--- config.mk ---
export PLATFORM = sky130hd
export DESIGN_NAME = dr_rmw_unit
export DESIGN_NICKNAME = d
export VERILOG_FILES = /design/src/rtl/dr_rmw_unit.sv
export SDC_FILE = /design/constraint.sdc
export NUM_CORES = 1
export LEC_CHECK = 0
export CAP_MARGIN = 20
export CORE_ASPECT_RATIO = 0.6
export CORE_MARGIN = 10
export CORE_UTILIZATION = 43
export CTS_BUF_LIST = sky130_fd_sc_hd__clkbuf_4 sky130_fd_sc_hd__clkbuf_8
export CTS_CLUSTER_DIAMETER = 60
export DETAILED_ROUTE_END_ITERATION = 16
export GPL_ROUTABILITY_DRIVEN = 0
export HOLD_SLACK_MARGIN = 0.02
export PLACE_DENSITY = 0.81
export SETUP_SLACK_MARGIN = 0.02
export SYNTH_ARGS = -nofsm -noshare
export SYNTH_HDL_FRONTEND = slang
export SYNTH_SLANG_ARGS = --single-unit
--- constraint.sdc ---
create_clock -name clk -period 2.3 [get_ports clk]
set_clock_uncertainty 0.15 [all_clocks]
set_input_delay 0.69 -clock clk [delete_from_list [all_inputs] [get_ports clk]]
set_output_delay 0.69 -clock clk [all_outputs]
set_load 0.005 [all_outputs]
--- src/rtl/dr_rmw_unit.sv ---
// Clocked data register with load/inc/dec/clear and a read-modify-write sequencer
// for ISZ/DSZ-style instructions: read memory, inc/dec in DR, write back, report skip.
module dr_rmw_unit #(
  parameter int WIDTH  = 16,
  parameter int ADDR_W = 12
) (
  input  logic              clk,
  input  logic              RST_N,
  input  logic              CLR_GLOBAL,
  input  logic [WIDTH-1:0]  in_DR,
  input  logic              LD,
  input  logic              INR,
  input  logic              DCR,
  input  logic              CLR,
  input  logic              start,
  input  logic              op,
  input  logic [ADDR_W-1:0] addr,
  output logic              mem_req,
  output logic              mem_we,
  output logic [ADDR_W-1:0] mem_addr,
  output logic [WIDTH-1:0]  mem_wdata,
  input  logic [WIDTH-1:0]  mem_rdata,
  input  logic              mem_ack,
  output logic [WIDTH-1:0]  out_DR,
  output logic              Zero_DR,
  output logic              Neg_DR,
  output logic              Ovf_DR,
  output logic              busy,
  output logic              done,
  output logic              skip
);

  typedef enum logic [2:0] {
    S_IDLE,
    S_RD,
    S_MOD,
    S_WR,
    S_DONE
  } state_t;

  localparam logic [WIDTH-1:0] ALL_ONES = '1;
  localparam logic [WIDTH-1:0] ALL_ZERO = '0;

  state_t              state_reg, state_next;
  logic [WIDTH-1:0]    dr_reg, dr_next;
  logic                ovf_reg, ovf_next;
  logic                op_reg, op_next;
  logic [ADDR_W-1:0]   addr_reg, addr_next;

  logic [WIDTH-1:0]    inc_val, dec_val;
  logic                inc_wrap, dec_wrap;

  // Shared by the direct INR/DCR commands and the MOD step of the sequencer
  assign inc_val  = dr_reg + 1'b1;
  assign dec_val  = dr_reg - 1'b1;
  assign inc_wrap = (dr_reg == ALL_ONES);
  assign dec_wrap = (dr_reg == ALL_ZERO);

  always_ff @(posedge clk or negedge RST_N) begin
    if (!RST_N) begin
      state_reg <= S_IDLE;
      dr_reg    <= '0;
      ovf_reg   <= 1'b0;
      op_reg    <= 1'b0;
      addr_reg  <= '0;
    end else begin
      state_reg <= state_next;
      dr_reg    <= dr_next;
      ovf_reg   <= ovf_next;
      op_reg    <= op_next;
      addr_reg  <= addr_next;
    end
  end

  always_comb begin
    state_next = state_reg;
    dr_next    = dr_reg;
    ovf_next   = ovf_reg;
    op_next    = op_reg;
    addr_next  = addr_reg;

    if (CLR_GLOBAL) begin
      // Abandons any sequence, including a write still waiting for ack
      state_next = S_IDLE;
      dr_next    = '0;
      ovf_next   = 1'b0;
    end else begin
      unique case (state_reg)
        S_IDLE: begin
          if (start) begin
            op_next    = op;
            addr_next  = addr;
            state_next = S_RD;
          end else if (CLR) begin
            dr_next  = '0;
            ovf_next = 1'b0;
          end else if (LD) begin
            dr_next  = in_DR;
            ovf_next = 1'b0;
          end else if (INR) begin
            dr_next = inc_val;
            if (inc_wrap) ovf_next = 1'b1;
          end else if (DCR) begin
            dr_next = dec_val;
            if (dec_wrap) ovf_next = 1'b1;
          end
        end
        S_RD: begin
          if (mem_ack) begin
            dr_next    = mem_rdata;
            ovf_next   = 1'b0;
            state_next = S_MOD;
          end
        end
        S_MOD: begin
          if (!op_reg) begin
            dr_next = inc_val;
            if (inc_wrap) ovf_next = 1'b1;
          end else begin
            dr_next = dec_val;
            if (dec_wrap) ovf_next = 1'b1;
          end
          state_next = S_WR;
        end
        S_WR: begin
          if (mem_ack) state_next = S_DONE;
        end
        S_DONE: begin
          state_next = S_IDLE;
        end
        default: begin
          state_next = S_IDLE;
        end
      endcase
    end
  end

  assign mem_req   = (state_reg == S_RD) || (state_reg == S_WR);
  assign mem_we    = (state_reg == S_WR);
  assign mem_addr  = addr_reg;
  assign mem_wdata = dr_reg;

  assign out_DR    = dr_reg;
  assign Zero_DR   = (dr_reg == ALL_ZERO);
  assign Neg_DR    = dr_reg[WIDTH-1];
  assign Ovf_DR    = ovf_reg;

  assign busy      = (state_reg != S_IDLE);
  assign done      = (state_reg == S_DONE);
  // DR still holds the written value during DONE
  assign skip      = (state_reg == S_DONE) && Zero_DR;

endmodule

Word-level counts from Yosys, hierarchy flattened
Index checks and enable logic that the tools add are counted.
W data, S select, Z words.
{"block": "totals", "ff_bits": 33, "output_inout_bits": 52}
{"block": "op_classes", "n_addsub": 2, "n_eq_ne": 10, "muxes": 25, "n_bitwise": 1, "n_reduce_logical": 9}
{"op": "$mux W16", "n": 8}
{"op": "$pmux W16 S3", "n": 1}
{"op": "$add A16 B1 Y16 const B", "n": 1}
{"op": "$eq A16 B16 Y1 const B", "n": 1}
{"op": "$logic_not A16 Y1", "n": 1}
{"op": "$sub A16 B1 Y16 const B", "n": 1}
{"op": "$mux W3", "n": 4}
{"op": "$pmux W3 S4", "n": 1}
{"op": "$mux W1", "n": 10}
{"op": "$ne A3 B3 Y1 const B", "n": 3}
{"op": "$eq A3 B2 Y1 const B", "n": 2}
{"op": "$ne A6 B6 Y1 const B", "n": 1}
{"op": "$reduce_and A3 Y1", "n": 2}
{"op": "$reduce_and A4 Y1", "n": 1}
{"op": "$reduce_bool A4 Y1", "n": 1}
{"op": "$eq A3 B1 Y1 const B", "n": 1}
{"op": "$eq A3 B3 Y1 const B", "n": 1}
{"op": "$logic_not A3 Y1", "n": 1}
{"op": "$ne A3 B2 Y1 const B", "n": 1}
{"op": "$pmux W1 S3", "n": 1}
{"op": "$reduce_bool A3 Y1", "n": 1}
{"op": "$logic_and A1 B1 Y1", "n": 1}
{"op": "$logic_or A1 B1 Y1", "n": 1}
{"op": "$not A1 Y1", "n": 1}

Logic depth before layout (Yosys ltp)
Gate-level depths: netlist (run 1).
{"block": "logic_depth", "ltp_word": 9, "depth_mapped": 9, "depth_no_buf": 8}

Worst setup path after synthesis (run 1)
Ideal clock, no wire load.
{"block": "synth_path", "kind": "reg-to-output", "start": "register dr_reg[0] (netlist: mem_wdata[0])", "end": "output skip", "arrival_ns": 1.746, "setup_slack_ns": -0.286, "path_stages_with_launch": 8, "path_cell_list": "dfrtp_1 > buf_2 > inv_1 > ha_1 > nor3b_1 > nand4_1 > nor3_1 > and2_1"}
{"block": "synth_between", "elab_chain_len": 2}
{"item": "start, declared", "line_no": "45", "rtl": "logic [WIDTH-1:0] dr_reg, dr_next;"}
{"item": "start signal, assigned", "line_no": "68", "rtl": "dr_reg <= dr_next;"}
{"item": "$logic_not A16 Y1", "line_no": "144", "rtl": "assign Zero_DR = (dr_reg == ALL_ZERO);"}
{"item": "net Zero_DR", "line_no": "25", "rtl": "output logic Zero_DR,"}
{"item": "$logic_and A1 B1 Y1", "line_no": "151", "rtl": "assign skip = (state_reg == S_DONE) && Zero_DR;"}
{"item": "end, declared", "line_no": "30", "rtl": "output logic skip"}
The timed path passes the listed nets, and every way through them passes these cells.

Worst setup path in the final report (run 1)
{"block": "layout_path", "start": "register dr_reg[1] (netlist: mem_wdata[1])", "end": "output skip"}
{"block": "layout_between", "elab_chain_len": 2}
{"item": "$logic_not A16 Y1", "line_no": "144"}
{"item": "$logic_and A1 B1 Y1", "line_no": "151"}
Every way passes these cells.

==> results of run 1 <==
[worst register-to-register path, cell delays in order (launching register included)]
cell and delay (ns):
dfrtp_1 0.44, buf_6 0.14, buf_12 0.14, or4_4 0.49, or4_4 0.44, mux2i_1 0.18, xnor2_1 0.14, o21ai_1 0.08
a32o_1 0.25
[layer usage]
layer / global-route usage / vias up / wire length [µm] / share of wire
met3: 0.0750 / 93 / 2280 / 0.15
met4: 0.0752 / 0 / 499 / 0.033
met5: 0 / - / 0 / 0
li1: - / 1754 / - / -
met1: 0.301 / 1989 / 5490 / 0.37
met2: 0.394 / 455 / 6760 / 0.45
[power by group through the flow]
stage               Clock (mW)  Sequential (mW)  Combinational [mW]
floorplan                    0            0.774               0.890
global placement             0            0.757                1.65
detailed placement           0            0.764                1.70
CTS                      0.584            0.757                1.80
global route             0.611            0.778                2.13
finish                   0.594            0.770                2.04
[stage by stage]
| stage | hold slack, ns | setup WS (ns) | utilization | area (µm²) |
|---|---|---|---|---|
| after global placement | 0.337 | -0.455 | 0.667 | 4570 |
| after detailed placement | 0.342 | -0.466 | 0.667 | 4570 |
| after global routing | 0.381 | -0.564 | 0.764 | 5230 |
| final | 0.358 | -0.515 | 0.764 | 5230 |
| after CTS | 0.360 | -0.357 | 0.715 | 4900 |
| after floorplan | 0.244 | -0.0636 | - | 3150 |
[cell type report]
| cell class | count | area, µm² |
|---|---|---|
| fill | 424 | 1620 |
| inverter | 11 | 41.3 |
| clock inverter | 3 | 46.3 |
| tap | 87 | 109 |
| clock buffer | 5 | 68.8 |
| timing repair buffer | 199 | 1880 |
| multi-input combinational | 301 | 2260 |
| sequential | 33 | 826 |
[cells in the mapped netlist (all sizes together), types with 8 or more instances]
cell type / n
clkbuf: 21
nor2: 23
nor4: 8
mux2i: 9
o21ai: 25
nand3: 15
o22ai: 8
xor2: 11
dfrtp: 33
mux2: 14
nand4: 10
or3: 9
inv: 10
nand2: 27
buf: 33
xnor2: 12
nor3: 19
a21oi: 29
[layout by cell type (no fill, tap or decap), types with 4 or more instances in the layout]
master            n
a211oi_2          5
xnor2_1          12
buf_6            15
nand2b_1          7
nor2_1           20
clkbuf_8          5
or3_1             7
a31oi_1           5
nor4_2            4
inv_1             8
dlymetal6s2s_1   10
nor4_1            4
dfrtp_1          33
nand2_1          26
nand4_1           9
nor3_2            6
mux2_2           14
o22ai_1           5
xor2_1           11
mux2i_1           9
clkdlybuf4s50_1  84
o21ai_1           8
dlygate4sd2_1     8
nand3_1          12
o21ai_0          16
buf_4            75
nor3_1           12
a21oi_1          28
[timing repair]
action / in CTS / in global routing
gates cloned: 0 / 0
gates resized for setup: 59 / 59
buffers inserted: 42 / 16
endpoints found under the hold margin: 0 / 0
setup endpoints to repair: 23 / 29
pin swaps: 15 / 16
[worst max-delay path by stage]
stage	start	to	slack (ns)	cells after the start
CTS	mem_wdata[1]	skip	-0.36	8
detailed placement	mem_wdata[6]	Zero_DR	-0.47	5
global placement	mem_wdata[7]	skip	-0.46	5
global route	mem_wdata[6]	skip	-0.56	6
floorplan	mem_wdata[1]	mem_wdata[9]	-0.06	7
finish	mem_wdata[1]	skip	-0.52	8
[kinds of logic after synthesis]
group,after synthesis,synth area share
AND/OR/NAND/NOR,142,0.245
AO/OA/AOI/OAI,111,0.231
buffers and inverters,65,0.107
flip-flops,33,0.265
XOR/XNOR,23,0.0647
multiplexers,23,0.0795
adder cells (fa/ha/maj),2,0.00803
==> out/metrics.cfg, run 1 <==
[status]
status = finished with violations
violations = setup timing

[logic_synthesis]
synth-warning-count = 0
avgSynthCellArea_um2 = 7.81
synth_nets = 455
ys_top_cells_by_area = dfrtp_1 27%, mux2_2 5.1%, a21oi_1 4.7%, buf_4 4.3%, o21ai_0 3.9%
seq_area_frac_synth = 0.265
synth-edff-count = 0
yosys.area.top_type_share = 0.265
synthesis.area_mm2 = 0.00312
yosys.area.top_type = dfrtp_1
ys_ff_latch = 33
synth_cell_type_count = 63
syn_inst = 399
synth-async-reset-ratio = 1.00
synth_ff_type = dfrtp_1

[worst_setup_path]
worstPathRequired_ns = 1.46
reg2reg_to = mem_wdata[9]
r2r_cells = 8
crit_path_max_incr_delay_ns = 0.41
cp_top_family = simple AND/OR/NAND/NOR gates
cp-end-kind = output port
r2r_slack_ns = -0.25
path_class = reg -> out
startpoint_type = flop
crit_fanout = 2
crit_chain = inv_2 -> ha_4 -> nor3b_4 -> nand4_1 -> nor3_2 -> buf_4 -> and2_4 -> buf_6
r2r-start = mem_wdata[2]
path_buf_inv = 3
slowest_stage = dfrtp_1
arrival_ns = 1.98

[floorplan]
rows = 23
fp.dieArea_mm2 = 0.0112
io_pins = 106
die_w_um = 130
start_util = 0.455
fp.dieH_um = 85.9
core_area_mm2 = 0.00685

[layout]
fin_cells = 639
nNetsFinal = 607
largest_reg_flops = 16
diodes = 0
drive_gt1_frac = 0.321
area_growth_pct = 67.9

[clock_tree]
clk_latency_ns = 0.30
cts_hold_buf = 0
clk_pin_slew_ns = 0.09
cts_tree = built
clock-sinks = 33
clockBufferDepth = 2
cts_root_buf = clkbuf_8
numCtsBuffers = 5
htree_levels = 2

[grt]
grt_usage = 0.243
grt_overflow = 0
grt_pass1_wl_um = 22100
grt_pass1_vias = 4083
grt_antenna_before_repair = 0
grt_max_degree = 34

[routing]
wl_per_cell_um = 23.5
ant_nets = 0
vias_per_cell = 6.72
drt-initial-drc-count = 632
routed_wl_um = 15000
num_vias = 4291
dr.pass1.iters = 6
drc = 0

[timing]
fin_ws_ns = -0.515
timing.slew.headroom = 0.689
hold_violations = 0
finalSetupViolations = 10
finalCritPeriodShare = 1.22
finalMaxSlewViolations = 0
tightest_slew_ns = 0.467
max_freq_mhz = 355
rsz0062_at_grt = yes
period_needed_ns = 2.82
setup_tns_ns = -1.72

[power_and_ir_drop]
combPwrFrac = 0.599
p_total_mw = 3.40
powerDensity_mw_per_mm2 = 650
p_seq_frac = 0.226
switchingPower_mw = 1.33
p_clk_frac = 0.175
power_leakage_nw = 2.31
ir_drop_v = 0.000337
p_int_mw = 2.07
swShare = 0.390

[place]
place_inst = 609
io_buffers = 105
dpl.hpwl_um = 9920

[job]
drv_cap = 0

[min_path]
min_to = mem_addr[2]
hold_path_depth = 1
hold_start = mem_addr[2]
hold_path_class = reg -> reg

Note: power is estimated with default switching activity, not from simulation.
==> run 2, diff against run 1 <==
ABC_AREA = 1   (was default)
CORE_UTILIZATION = 44   (was 43)
==> run 2 against run 1 <==
The flow still finishes with violations (setup timing); routed wire length down 4.6%; sequential cell count unchanged; register-to-register slack better by 0.42 ns; sequential power up 16%; power up 50%; core utilization down 9.2 points; worst setup slack better by 0.35 ns; clock power down 22%.
==> out/metrics.cfg, run 2 <==
[clock_tree]
cts_tree = built
clk_latency_ns = 0.30  ; about the same
clockBufferDepth = 2  ; unchanged
clock-sinks = 33  ; unchanged
clk_pin_slew_ns = 0.07  ; -0.02 ns
numCtsBuffers = 5  ; unchanged
htree_levels = 2  ; unchanged
cts_root_buf = clkbuf_8

[timing]
period_needed_ns = 2.47  ; -0.346 ns
finalCritPeriodShare = 1.07  ; -0.151
max_freq_mhz = 405  ; +14%
hold_violations = 0  ; unchanged
finalMaxSlewViolations = 0  ; unchanged
tightest_slew_ns = 0.686  ; +0.220 ns
rsz0062_at_grt = yes
timing.slew.headroom = 0.540  ; -0.149
fin_ws_ns = -0.169  ; +0.346 ns
finalSetupViolations = 2  ; -8

[routing]
drc = 0  ; unchanged
ant_nets = 0  ; unchanged
wl_per_cell_um = 17.6  ; -25%
num_vias = 4512  ; +5.2%
drt-initial-drc-count = 588  ; -7.0%
dr.pass1.iters = 6  ; unchanged
routed_wl_um = 14300  ; -4.6%
vias_per_cell = 5.54  ; -17%

[logic_synthesis]
synth-warning-count = 0  ; unchanged
synth-edff-count = 0  ; unchanged
ys_ff_latch = 33  ; unchanged
ys_top_cells_by_area = dfrtp_1 24%, nand2_1 24%, nand3_1 12%, inv_1 5.3%, nor2_1 5.3%
yosys-top-cells-count = 215 x nand2_1, 78 x nand3_1, 48 x inv_1, 48 x nor2_1, 33 x dfrtp_1
yosys.area.top_type_share = 0.244  ; -0.0206
seq_area_frac_synth = 0.244  ; -0.0206
avgSynthCellArea_um2 = 5.86  ; -25%
synth_nets = 632  ; +39%
synth_ff_type = dfrtp_1
syn_inst = 576  ; +44%
yosysMostFrequentCell = nand2_1
yosys.area.top_type = dfrtp_1
synthesis.area_mm2 = 0.00338  ; +8.4%
synth_cell_type_count = 34  ; -46%
synth-async-reset-ratio = 1.00  ; unchanged

[worst_setup_path]
path_buf_inv = 3  ; unchanged
crit_path_max_incr_delay_ns = 0.40  ; about the same
crit_chain = nor2_1 -> nand2_4 -> nor2_4 -> nand2_2 -> nor2_2 -> nand2_2 -> buf_4 -> inv_1 -> buf_2
crit_fanout = 3  ; +1
startpoint_type = flop
worstPathRequired_ns = 1.46  ; about the same
crit_top_cell = nand2_2
arrival_ns = 1.63  ; -0.35 ns
cp_top_family = simple AND/OR/NAND/NOR gates
slowest_stage = dfrtp_1
cp-end-kind = output port
path_class = reg -> out

[grt]
grt_overflow = 0  ; unchanged
grt_antenna_before_repair = 0  ; unchanged
grt_usage = 0.235  ; -0.00779
grt_max_degree = 34  ; unchanged
grt_pass1_vias = 4429  ; +8.5%
grt_pass1_wl_um = 22500  ; +1.8%

[layout]
nNetsFinal = 765  ; +26%
diodes = 0  ; unchanged
drive_gt1_frac = 0.176  ; -0.145
layout_commonest_cell = nand2_1
final_area_mm2 = 0.00494  ; -5.5%
area_growth_pct = 46.3
largest_reg_flops = 16  ; unchanged
layout_common_cells = 214 x nand2_1, 99 x clkdlybuf4s50_1, 78 x nand3_1
fillCellCount = 640  ; +51%

[power_and_ir_drop]
ir_drop_v = 0.000539  ; +60%
powerDensity_mw_per_mm2 = 1030  ; +58%
p_total_mw = 5.09  ; +50%
power_leakage_nw = 2.50  ; +8.2%

[place]
placed_area_mm2 = 0.00474  ; +3.8%
dpl.hpwl_um = 10600  ; +7.2%
io_buffers = 105  ; unchanged

[job]
drv_cap = 0  ; unchanged

[status]
status = finished with violations
violations = setup timing

[floorplan]
io_pins = 106  ; unchanged
start_util = 0.459  ; +0.00431
fp.dieArea_mm2 = 0.0117  ; +4.8%
rows = 24  ; +4.3%
fp.dieH_um = 87.9  ; +2.3%
core_area_mm2 = 0.00736  ; +7.4%
die_w_um = 133  ; +2.5%

[min_path]
hold_path_class = reg -> reg

-- run 2: logic make-up (layout without fill, tap and decap cells) --
family	after synthesis	count (layout)	synth area share
flops	33	33	0.244
buf+inv	105	239	0.147
xor+xnor	14	14	0.0363
fa+ha+maj	2	2	0.00741
simple gates	376	376	0.488
compound gates	46	46	0.0767
-- run 2: timing repair --
action                                  4_1_cts  5_1_grt
hold buffers                                  0        0
resized for setup                            23        2
buffers inserted                              6        5
endpoints found under the setup margin        6        3
pin swaps                                     2        1
-- run 2: final cells by class --
cell class                 count  area [µm²]  share of cell area
inverter                      60         226              0.0458
clock buffer                   6        76.3              0.0154
timing repair buffer         171        1570               0.318
tap                          104         130              0.0263
multi-input combinational    438        2100               0.425
sequential                    33         828               0.168
clock inverter                 2        10.0             0.00202
-- run 2: report_power, final --
part	internal [mW]	switching (mW)
logic	1.66	2.07
registers	0.771	0.123
clock network	0.222	0.239
-- run 2: path summary, 6_finish.rpt --
check                              from  depth (start not counted)  slack (ns)           end
max                        mem_wdata[2]                          9       -0.17       Zero_DR
max in group asynchronous         RST_N                          2        0.97  state_reg[1]
min reg2reg                 mem_addr[0]                          2        0.34   mem_addr[0]
max reg2reg                mem_wdata[6]                         10        0.17  mem_wdata[9]
min                         mem_addr[0]                          2        0.34   mem_addr[0]
min in group asynchronous         RST_N                          2        0.66   mem_addr[9]
-- run 2: per-layer routing --
metal	part of all wire	GRT usage	up-vias	wire (µm)
met2	0.44	0.371	314	6280
met1	0.40	0.296	2078	5730
met3	0.13	0.0669	62	1800
met5	0	0	-	0
li1	-	-	2058	-
met4	0.036	0.104	0	514
-- run 2: worst reg2reg max path, cell delays in order (launching register included) --
cell	delay, ns
dfrtp_1	0.39
buf_4	0.18
nor2_1	0.26
nand2_1	0.14
nor2_4	0.25
nand3_1	0.17
nand3_1	0.12
nand3_1	0.08
a21oi_1	0.15
nand2_1	0.09
nand2_1	0.09
-- run 2: per-stage QoR --
step,hold slack [ns],setup slack (ns),util,instances,setup TNS (ns)
after floorplan,0.244,0.0540,-,576,0
after global placement,0.311,-0.281,0.644,795,-1.17
after detailed placement,0.323,-0.310,0.644,795,-2.42
after CTS,0.344,-0.161,0.666,809,-0.301
after global routing,0.365,-0.316,0.672,814,-0.622
final,0.341,-0.169,0.672,814,-0.335
==> run 3, diff against run 2 <==
CORE_UTILIZATION = 53   (was 44)
PLACE_DENSITY = default   (was 0.81)
PLACE_DENSITY_LB_ADDON = 0.08   (was default)
clock period = 2.85 ns   (was 2.3 ns; I/O delays follow)
==> run 3 against run 2 <==
The flow now finishes without violations; via count down 6.3%; cell area shrank 6.8%; sequential share of layout area rose by 1.2 points; register-to-register slack improved by 0.54 ns; routed wire length down 11%; first-iteration DRC count shrank 19%; critical path type unchanged; critical endpoint unchanged.
==> out/metrics.cfg, run 3 (synthesized netlist as in run 2, its figures left out) <==
[status]
status = finished, final reports clean

[timing]
finalMaxSlewViolations = 0  ; unchanged
rsz0062_at_grt = no
finalCritPeriodShare = 0.958
period_needed_ns = 2.73
hold_violations = 0  ; unchanged
max_freq_mhz = 366
setup_tns_ns = 0  ; +0.335 ns
finalSetupViolations = 0  ; -2
timing.slew.headroom = 0.497  ; -0.0425
tightest_slew_ns = 0.754  ; +0.0672 ns
fin_ws_ns = 0.119  ; +0.289 ns

[place]
pre_cts_ws_ns = 0.0506  ; +0.361 ns
io_buffers = 105  ; unchanged
dpl.hpwl_um = 9540  ; -10%

[layout]
layout_common_cells = 215 x nand2_1, 103 x clkdlybuf4s50_1, 78 x nand3_1
diodes = 0  ; unchanged
drive_gt1_frac = 0.128  ; -0.0477
layout_commonest_cell = nand2_1
nNetsFinal = 733  ; -4.2%
area_growth_pct = 36.4
largest_reg_flops = 16  ; unchanged

[clock_tree]
clk_latency_ns = 0.29  ; about the same
cts_hold_buf = 0  ; unchanged
clk_pin_slew_ns = 0.07  ; about the same
htree_levels = 2  ; unchanged
clock-sinks = 33  ; unchanged
numCtsBuffers = 5  ; unchanged
clockBufferDepth = 2  ; unchanged
cts_tree = built
cts_root_buf = clkbuf_8

[routing]
routed_wl_um = 12700  ; -11%
dr.pass1.iters = 6  ; unchanged
ant_nets = 0  ; unchanged
num_vias = 4226  ; -6.3%
wl_per_cell_um = 16.7  ; -5.1%
vias_per_cell = 5.55  ; about the same
drc = 0  ; unchanged
drt-initial-drc-count = 477  ; -19%

[power_and_ir_drop]
ir_drop_v = 0.000409  ; -24%
combPwrFrac = 0.715  ; -0.019
power_leakage_nw = 2.30  ; -7.9%
p_seq_frac = 0.191  ; +0.015
switchingPower_mw = 1.87  ; -23%
powerDensity_mw_per_mm2 = 827  ; -20%
p_clk_frac = 0.094  ; +0.003
swShare = 0.491  ; +0.0122
p_int_mw = 1.94  ; -27%

[worst_setup_path]
cp_top_family = buffers and inverters
slowest_stage = dfrtp_1
arrival_ns = 1.73  ; +0.10 ns
cp-end-kind = output port
crit_path_max_incr_delay_ns = 0.39  ; about the same
path_buf_inv = 4  ; +1
path_class = reg -> out
crit_chain = inv_1 -> ha_2 -> nand2_2 -> nor2_4 -> nand2_2 -> nor2_2 -> nand2_1 -> buf_4 -> inv_1 -> clkdlybuf4s15_1
worstPathRequired_ns = 1.85  ; +0.39 ns
startpoint_type = flop
crit_fanout = 3  ; unchanged

[floorplan]
die_w_um = 123  ; -7.5%
fp.dieArea_mm2 = 0.0101  ; -14%
start_util = 0.550  ; +0.0912
core_area_mm2 = 0.00614  ; -17%
io_pins = 106  ; unchanged
fp.dieH_um = 81.8  ; -6.9%
rows = 22  ; -8.3%

[grt]
grt_antenna_before_repair = 0  ; unchanged
grt_pass1_wl_um = 19900  ; -12%
grt_pass1_vias = 4051  ; -8.5%
grt_usage = 0.247  ; +0.0120
grt_max_degree = 34  ; unchanged
grt_overflow = 0  ; unchanged

[min_path]
hold_path_class = reg -> reg

[job]
drv_cap = 0  ; unchanged

[run 3: cell types whose count changed in the layout (fill, tap and decap cells not counted), sizes merged]
cell / before / now
clkdlybuf4s15: 0 / 1
dlymetal6s2s: 1 / 0
clkdlybuf4s50: 99 / 103
dlygate4sd2: 3 / 0
clkinvlp: 0 / 1
buf: 68 / 34
[run 3: final cells by class]
class | instances | area, µm²
Multi-Input combinational cell | 438 | 2060
Fill cell | 488 | 1530
Timing Repair Buffer | 139 | 1300
Sequential cell | 33 | 826
Inverter | 60 | 226
Tap cell | 84 | 105
Clock buffer | 5 | 68.8
Clock inverter | 3 | 17.5
[run 3: power groups by stage]
| stage | combinational (mW) | clock (mW) | sequential (mW) |
|---|---|---|---|
| 3_5_place_dp | 2.62 | 0 | 0.728 |
| 5_1_grt | 2.96 | 0.383 | 0.745 |
| 6_report | 2.73 | 0.359 | 0.727 |
| 2_1_floorplan | 1.57 | 0 | 0.759 |
| 3_3_place_gp | 2.56 | 0 | 0.719 |
| 4_1_cts | 2.66 | 0.363 | 0.718 |
[run 3: layer usage]
layer  up-vias  track usage  share of wire
met5         -            0              0
li1       1991            -              -
met2       311        0.401           0.44
met1      1885        0.301           0.38
met3        39       0.0966           0.15
met4         0       0.0683          0.025
[run 3: worst paths after layout]
kind,from,to,slack [ns],depth (start not counted)
min in group asynchronous,RST_N,mem_wdata[15],0.82,2
max in group asynchronous,RST_N,mem_addr[1],1.40,2
hold reg to reg,mem_addr[3],mem_addr[3],0.33,2
setup / recovery,mem_wdata[1],Zero_DR,0.12,10
hold / removal,mem_addr[3],mem_addr[3],0.33,2
setup reg to reg,mem_wdata[1],mem_wdata[10],0.71,14
[run 3: through the flow]
| step | cell area, µm² | hold slack, ns | total power, mW | util | std cells |
|---|---|---|---|---|---|
| after CTS | 4610 | 0.341 | 3.74 | 0.750 | 762 |
| final | 4610 | 0.332 | 3.81 | 0.751 | 762 |
| after global routing | 4610 | 0.363 | 4.08 | 0.751 | 762 |
| after detailed placement | 4500 | 0.321 | 3.35 | 0.734 | 752 |
| after floorplan | 3380 | 0.322 | 2.33 | - | 576 |
| after global placement | 4500 | 0.310 | 3.28 | 0.734 | 752 |
[run 3: worst register-to-register path, stage by stage (launching register included)]
cell and delay [ns]:
dfrtp_1 0.36, buf_4 0.11, buf_4 0.14, ha_1 0.19, nand2_1 0.14, nor2_4 0.20, nand3_1 0.13, nand2_1 0.10
nand2_1 0.06, nand2_1 0.06, nand3_1 0.08, nand3_1 0.11, nand2_1 0.06, nand2_1 0.09, nand2_1 0.07
[run 3: repair_timing]
action | CTS | global route
buffers inserted | 2 | 0
pin swaps | 1 | 0
resized for setup | 3 | 6
endpoints found under the setup margin | 2 | 2
